$ cat config.mk
export PLATFORM = sky130hd
export DESIGN_NAME = master_rx_burst
export DESIGN_NICKNAME = d
export VERILOG_FILES = /design/src/rtl/bus_pkg.sv /design/src/rtl/rx_fifo.sv /design/src/rtl/master_rx_burst.sv
export SDC_FILE = /design/constraint.sdc
export NUM_CORES = 1
export LEC_CHECK = 0
export CORE_MARGIN = 3
export CORE_UTILIZATION = 35
export CTS_CLUSTER_DIAMETER = 100
export CTS_CLUSTER_SIZE = 14
export DETAILED_ROUTE_END_ITERATION = 7
export PLACE_DENSITY_LB_ADDON = 0.2
export RECOVER_POWER = 100
export SETUP_SLACK_MARGIN = 0.05
export SYNTH_ARGS = -nofsm -noshare
export SYNTH_HDL_FRONTEND = slang
export SYNTH_SLANG_ARGS = --single-unit
$ cat constraint.sdc
create_clock -name clk -period 7.07 [get_ports clk]
set_input_delay 0.707 -clock clk [delete_from_list [all_inputs] [get_ports clk]]
set_output_delay 0.707 -clock clk [all_outputs]
set_load 0.02 [all_outputs]
$ cat src/rtl/bus_pkg.sv
// Shared bus definitions: receiver state encoding and instruction codes.
package bus_pkg;

  typedef enum logic [1:0] {
    IDLE  = 2'd0,
    GRANT = 2'd1,
    RECV  = 2'd2,
    PAR   = 2'd3
  } state_e;

  localparam logic [1:0] INSTR_READ = 2'b11;

endpackage

$ cat src/rtl/rx_fifo.sv
// Synchronous first-word-fall-through FIFO; head reads as zero while empty.
module rx_fifo #(
  parameter int WIDTH = 8,
  parameter int DEPTH = 4
) (
  input  logic             clk,
  input  logic             reset,
  input  logic             push,
  input  logic [WIDTH-1:0] push_data,
  input  logic             pop,
  output logic [WIDTH-1:0] head,
  output logic             empty,
  output logic             full
);
  localparam int PW = $clog2(DEPTH);
  localparam int CW = PW + 1;

  logic [WIDTH-1:0] mem_q [DEPTH];
  logic [PW-1:0]    wr_ptr_q, rd_ptr_q;
  logic [CW-1:0]    count_q;
  logic             do_push_s, do_pop_s;

  assign empty     = (count_q == {CW{1'b0}});
  assign full      = (count_q == CW'(DEPTH));
  assign do_push_s = push && !full;
  assign do_pop_s  = pop && !empty;
  assign head      = empty ? {WIDTH{1'b0}} : mem_q[rd_ptr_q];

  // Pointer and occupancy bookkeeping; DEPTH is a power of two so pointers wrap naturally.
  always_ff @(posedge clk) begin
    if (reset) begin
      wr_ptr_q <= {PW{1'b0}};
      rd_ptr_q <= {PW{1'b0}};
      count_q  <= {CW{1'b0}};
    end else begin
      if (do_push_s) wr_ptr_q <= wr_ptr_q + 1'b1;
      if (do_pop_s)  rd_ptr_q <= rd_ptr_q + 1'b1;
      case ({do_push_s, do_pop_s})
        2'b10:   count_q <= count_q + 1'b1;
        2'b01:   count_q <= count_q - 1'b1;
        default: count_q <= count_q;
      endcase
    end
  end

  // Storage array; contents are never observed while empty, so it needs no reset.
  always_ff @(posedge clk) begin
    if (do_push_s) mem_q[wr_ptr_q] <= push_data;
  end

endmodule

$ cat src/rtl/master_rx_burst.sv
// Serial read-burst receiver: LSB-first deserialiser feeding an FWFT FIFO.
// Optional per-word even parity is enabled by defining MASTER_RX_PARITY_EN.
module master_rx_burst
  import bus_pkg::*;
#(
  parameter int DATA_LEN   = 8,
  parameter int BURST_LEN  = 12,
  parameter int FIFO_DEPTH = 4
) (
  input  logic                 clk,
  input  logic                 reset,
  input  logic [1:0]           instruction,
  input  logic                 approval_grant,
  input  logic [BURST_LEN-1:0] burst_num,
  input  logic                 slave_valid,
  input  logic                 rx_data,
  output logic                 master_ready,
  output logic [DATA_LEN-1:0]  data,
  output logic                 data_valid,
  input  logic                 data_ready,
  output logic                 rx_done,
  output logic                 rx_abort,
  output logic                 rx_err,
  output logic                 busy
);
  localparam int BW = $clog2(DATA_LEN);
  localparam logic [BW-1:0] LAST_BIT = BW'(DATA_LEN - 1);

  state_e               state_q, state_d;
  logic [BW-1:0]        bit_cnt_q, bit_cnt_d;
  logic [DATA_LEN-1:0]  shift_q, shift_d;
  logic [BURST_LEN-1:0] word_cnt_q, word_cnt_d;
  logic [BURST_LEN-1:0] burst_q, burst_d;
  logic                 done_q, done_d, abort_q, abort_d, err_q, err_d;
  logic                 push_s, word_end_s, accept_s, fifo_full_s, fifo_empty_s;
  logic [DATA_LEN-1:0]  push_data_s;

`ifdef MASTER_RX_PARITY_EN
  function automatic logic even_par(input logic [DATA_LEN-1:0] w);
    return ^w;
  endfunction
`endif

  assign master_ready = ((state_q == RECV) || (state_q == PAR)) && !fifo_full_s && approval_grant;
  assign accept_s     = slave_valid && master_ready;
  assign busy         = (state_q != IDLE);
  assign data_valid   = !fifo_empty_s;
  assign rx_done      = done_q;
  assign rx_abort     = abort_q;
  assign rx_err       = err_q;

  // Next-state, datapath updates and pulse generation.
  always_comb begin
    state_d     = state_q;
    bit_cnt_d   = bit_cnt_q;
    shift_d     = shift_q;
    word_cnt_d  = word_cnt_q;
    burst_d     = burst_q;
    done_d      = 1'b0;
    abort_d     = 1'b0;
    err_d       = 1'b0;
    push_s      = 1'b0;
    push_data_s = shift_q;
    word_end_s  = 1'b0;
    case (state_q)
      IDLE: begin
        if (instruction == INSTR_READ) begin
          state_d    = GRANT;
          burst_d    = burst_num;
          bit_cnt_d  = {BW{1'b0}};
          word_cnt_d = {BURST_LEN{1'b0}};
        end else begin
          state_d = IDLE;
        end
      end
      GRANT: begin
        if (approval_grant) state_d = RECV;
        else                state_d = GRANT;
      end
      RECV: begin
        if (!approval_grant) begin
          abort_d = 1'b1;
          state_d = IDLE;
        end else if (accept_s) begin
          shift_d[bit_cnt_q] = rx_data;
          if (bit_cnt_q == LAST_BIT) begin
            bit_cnt_d = {BW{1'b0}};
`ifdef MASTER_RX_PARITY_EN
            state_d = PAR;
`else
            push_s      = 1'b1;
            push_data_s = shift_d;
            word_end_s  = 1'b1;
`endif
          end else begin
            bit_cnt_d = bit_cnt_q + 1'b1;
          end
        end else begin
          state_d = RECV;
        end
      end
`ifdef MASTER_RX_PARITY_EN
      PAR: begin
        if (!approval_grant) begin
          abort_d = 1'b1;
          state_d = IDLE;
        end else if (accept_s) begin
          if (rx_data == even_par(shift_q)) push_s = 1'b1;
          else                              err_d  = 1'b1;
          word_end_s = 1'b1;
          state_d    = RECV;
        end else begin
          state_d = PAR;
        end
      end
`endif
      default: state_d = IDLE;
    endcase
    // A word (pushed or dropped) always counts toward the burst.
    if (word_end_s) begin
      if (word_cnt_q == burst_q) begin
        done_d  = 1'b1;
        state_d = IDLE;
      end else begin
        word_cnt_d = word_cnt_q + 1'b1;
      end
    end else begin
      word_cnt_d = word_cnt_d;
    end
  end

  // State and datapath registers.
  always_ff @(posedge clk) begin
    if (reset) begin
      state_q    <= IDLE;
      bit_cnt_q  <= {BW{1'b0}};
      shift_q    <= {DATA_LEN{1'b0}};
      word_cnt_q <= {BURST_LEN{1'b0}};
      burst_q    <= {BURST_LEN{1'b0}};
      done_q     <= 1'b0;
      abort_q    <= 1'b0;
      err_q      <= 1'b0;
    end else begin
      state_q    <= state_d;
      bit_cnt_q  <= bit_cnt_d;
      shift_q    <= shift_d;
      word_cnt_q <= word_cnt_d;
      burst_q    <= burst_d;
      done_q     <= done_d;
      abort_q    <= abort_d;
      err_q      <= err_d;
    end
  end

  rx_fifo #(
    .WIDTH(DATA_LEN),
    .DEPTH(FIFO_DEPTH)
  ) u_fifo (
    .clk      (clk),
    .reset    (reset),
    .push     (push_s),
    .push_data(push_data_s),
    .pop      (data_ready),
    .head     (data),
    .empty    (fifo_empty_s),
    .full     (fifo_full_s)
  );

endmodule
==> metrics.md <==
| Metric | Value |
|---|---|
| Reg2reg path depth | `7` |
| Fin. Hold Viols | `0` |
| Cell taking the most area after synthesis | `dfxtp_1` |
| Slowest-stage cell, CP | `a31oi_1` |
| First-pass GRT wire length | `13000 um` |
| Worst setup EP type | `flip-flop` |
| Via-to-Cell Ratio | `5.04` |
| RePlAce Congestion | `0.748` |
| Total Power | `867 uW` |
| Final ANT Viol Nets | `0` |
| Die width | `109 um` |
| Clk Latency, worst-skew pair | `360 ps` |
| Final setup margin | `3790 ps` |
| H-tree depth | `3` |
| Worst hold path type | `flip-flop to flip-flop` |
| Sequential area share after synthesis | `51.8%` |
| Ys flop type | `dfxtp_1` |
| Fmax | `305 MHz` |
| CP delay by family, top | `compound AO/OA/AOI/OAI gates` |
| Avg WL per Cell | `14.6 um` |
| Die ar. | `11900 um2` |
| Avg Inst Size Synth | `10.2 um2` |
| Distinct cells, synth | `45` |
| Dpl ws | `3850 ps` |
| Slew @ Worst Pin | `2250 ps` |
| DR vias | `2636` |
| Hold buffer count at cts | `0` |
| Synth top area cells | `dfxtp_1, edfxtp_1, mux4_2` |
| Clock transition at the registers of the reported paths | `90 ps` |
| Share of layout cells above drive strength 1 | `6.92%` |
| Layout area overhead | `15.8%` |
| Reg-to-Reg Start | `bit_cnt_q[0]` |
| Syn Nets | `392` |
| Max clock buf depth | `2` |
| Root Buffer | `clkbuf_8` |
| Site Rows | `36` |
| CTS tree | `yes` |
| CTS sink count | `80` |
| Post-route DRC | `0` |
| Worst path cell trace | `dlygate4sd3_1, and4b_1, and3_1, clkinvlp_2, a31oi_1, o21ai_0, a21oi_1` |
| Power Density | `202 nW/um2` |
| DRT iter0 DRCs | `123` |
| Starting Density | `37.0%` |
| Nets | `414` |
| Core footprint | `10000 um2` |
| Crit start category | `input pin` |
| Drt total wl | `7620 um` |
| Cts bufs inserted | `9` |
| Chip height | `109 um` |
| Yosys top cell area share | `25.9%` |
| Gr usage total | `14.3%` |
| Fin cells | `523` |
| Period utilisation layout | `46.3%` |
| Status | `finished with violations` |
| Post-Syn Area | `3710 um2` |
| Drt first pass iters | `5` |
| Worst Path Max Fanout | `12` |
| Worst path depth | `7` |
| I/O Pins | `34` |
| Vias in the first global route | `2629` |
| Worst Path Required | `7330 ps` |
| Worst setup path startpoint | `approval_grant` |
| Relative slew slack | `-50.3%` |
| Post-DP HPWL | `5170 um` |
| Worst setup endpoint | `word_cnt_q[8]` |
| Postcts setup bufs | `0` |
| Cell Count Post-Placement | `507` |
| Total gr overflow | `0` |
| Setup CP Type | `input pin to flip-flop` |
| Static leakage | `1.55 nW` |
| Final setup violation count | `0` |
| Synth warn | `0` |
| Buffers on Ports | `32` |
| Top-count cell post-synth | `dfxtp_1` |
| RSZ-0062 raised after global routing | `no` |
| Async SR Flop Fraction | `0%` |
| Initial antenna violation count | `0` |
| Max Cap Viol | `1` |
| Largest net degree at the start of global routing | `49` |
| Critical Path Max Stage Delay | `850 ps` |
| Cts repair resizes | `0` |
| Reg2reg end | `word_cnt_q[8]` |
| Failing checks | `capacitance limit, slew limit` |
| Post-synth EDFFs | `32` |
| Worst Path Buf+Inv | `2` |
| R2R Setup Slk | `4070 ps` |
| Worst EP arrival | `3540 ps` |
| ANT cells | `0` |
| Worst vdd ir | `0.0734 mV` |
| Util after Layout | `42.8%` |
| Post-route setup TNS | `0 ps` |
| Synth Register Bits | `80` |
| Worst Skew | `9.56 ps` |
| Commonest cells post-synth | `dfxtp_1, nand2_1, edfxtp_1, nand3_1, nor2_1` |
| Final min period | `3280 ps` |
| Cells after synthesis | `363` |
| Hold depth | `2` |
| Fin. max-slew vios | `49` |
==> layout make-up <==
type / count / area (um2)
Inverter: 9 / 35.0
Fill cell: 963 / 5740
Sequential cell: 80 / 1920
Tap cell: 133 / 166
Multi-Input combinational cell: 252 / 1650
Clock inverter: 7 / 78.8
Timing Repair Buffer: 33 / 324
Clock buffer: 9 / 124
==> tightest hold or removal path, stage by stage (launching register included) <==
cell and delay, ps:
dfxtp_1 310, nand2_1 50, a21oi_1 50
==> through the flow <==
| stage | area [um2] | hold WS [ps] |
|---|---|---|
| floorplan | 3710 | 433 |
| global placement | 4110 | 439 |
| detailed placement | 4110 | 447 |
| CTS | 4310 | 459 |
| global route | 4300 | 478 |
| finish | 4300 | 454 |
==> cell usage in the layout (no fill, tap or decap), drive strengths merged, types with 2 or more instances in the layout <==
cell | Yosys | final
nor4 | 5 | 5
clkinv | 0 | 2
a21oi | 25 | 25
a31oi | 7 | 7
clkinvlp | 0 | 2
nand2 | 44 | 44
o21ai | 6 | 6
nand3 | 29 | 29
nor2b | 2 | 2
mux2i | 7 | 7
nor2 | 28 | 28
edfxtp | 32 | 32
and3 | 4 | 4
nand3b | 2 | 2
mux4 | 8 | 8
dlygate4sd3 | 0 | 15
o31a | 2 | 2
xor2 | 16 | 16
or2 | 2 | 2
nor3b | 2 | 2
or3 | 8 | 8
nor3 | 8 | 8
clkbuf | 14 | 10
clkdlybuf4s50 | 0 | 17
inv | 9 | 11
nand4 | 3 | 3
and2 | 13 | 13
nand2b | 2 | 2
dfxtp | 48 | 48
mux2 | 8 | 8
ha | 8 | 8
==> worst min path at each step <==
stage | startpoint | end
4_1_cts | shift_q[6] | shift_q[6]
5_1_grt | shift_q[5] | shift_q[5]
2_1_floorplan | shift_q[4] | shift_q[4]
3_5_place_dp | shift_q[6] | shift_q[6]
6_report | shift_q[6] | shift_q[6]
3_3_place_gp | shift_q[4] | shift_q[4]
==> routing by layer <==
metal | vias to the layer above | track usage, % | wire [um]
li1 | 1327 | - | -
met2 | 45 | 23.2 | 3670
met5 | - | 0 | 0
met3 | 12 | 4.09 | 298
met1 | 1252 | 18.2 | 3520
met4 | 0 | 4.96 | 124
==> state kept, by name, summed over array words and instances (netlist names), named ones only <==
register	count
u_fifo.mem_q	32
burst_q	12
word_cnt_q	12
shift_q	8
bit_cnt_q	3
u_fifo.count_q	3
state_q	2
u_fifo.rd_ptr_q	2
u_fifo.wr_ptr_q	2
rx_abort	1
rx_done	1
==> where the power goes <==
group / switching (mW) / internal [mW] / leakage [nW]
Sequential: 0.00317 / 0.479 / 0.698
Combinational: 0.0219 / 0.0171 / 0.751
Clock: 0.178 / 0.167 / 0.0998
Total: 0.203 / 0.664 / 1.55
==> cells by family (layout without fill, tap and decap cells) <==
| family | count (synthesis) | in the layout | share of synthesized area (%) |
|---|---|---|---|
| compound gates | 45 | 45 | 7.11 |
| flops | 80 | 80 | 51.8 |
| mux | 23 | 23 | 9.17 |
| other cells | 1 | 1 | 0.101 |
| simple gates | 157 | 157 | 20.8 |
| buf+inv | 31 | 58 | 3.77 |
| fa+ha+maj | 9 | 9 | 3.24 |
| xor+xnor | 17 | 17 | 4.01 |
(Power assumes the default switching activity.)
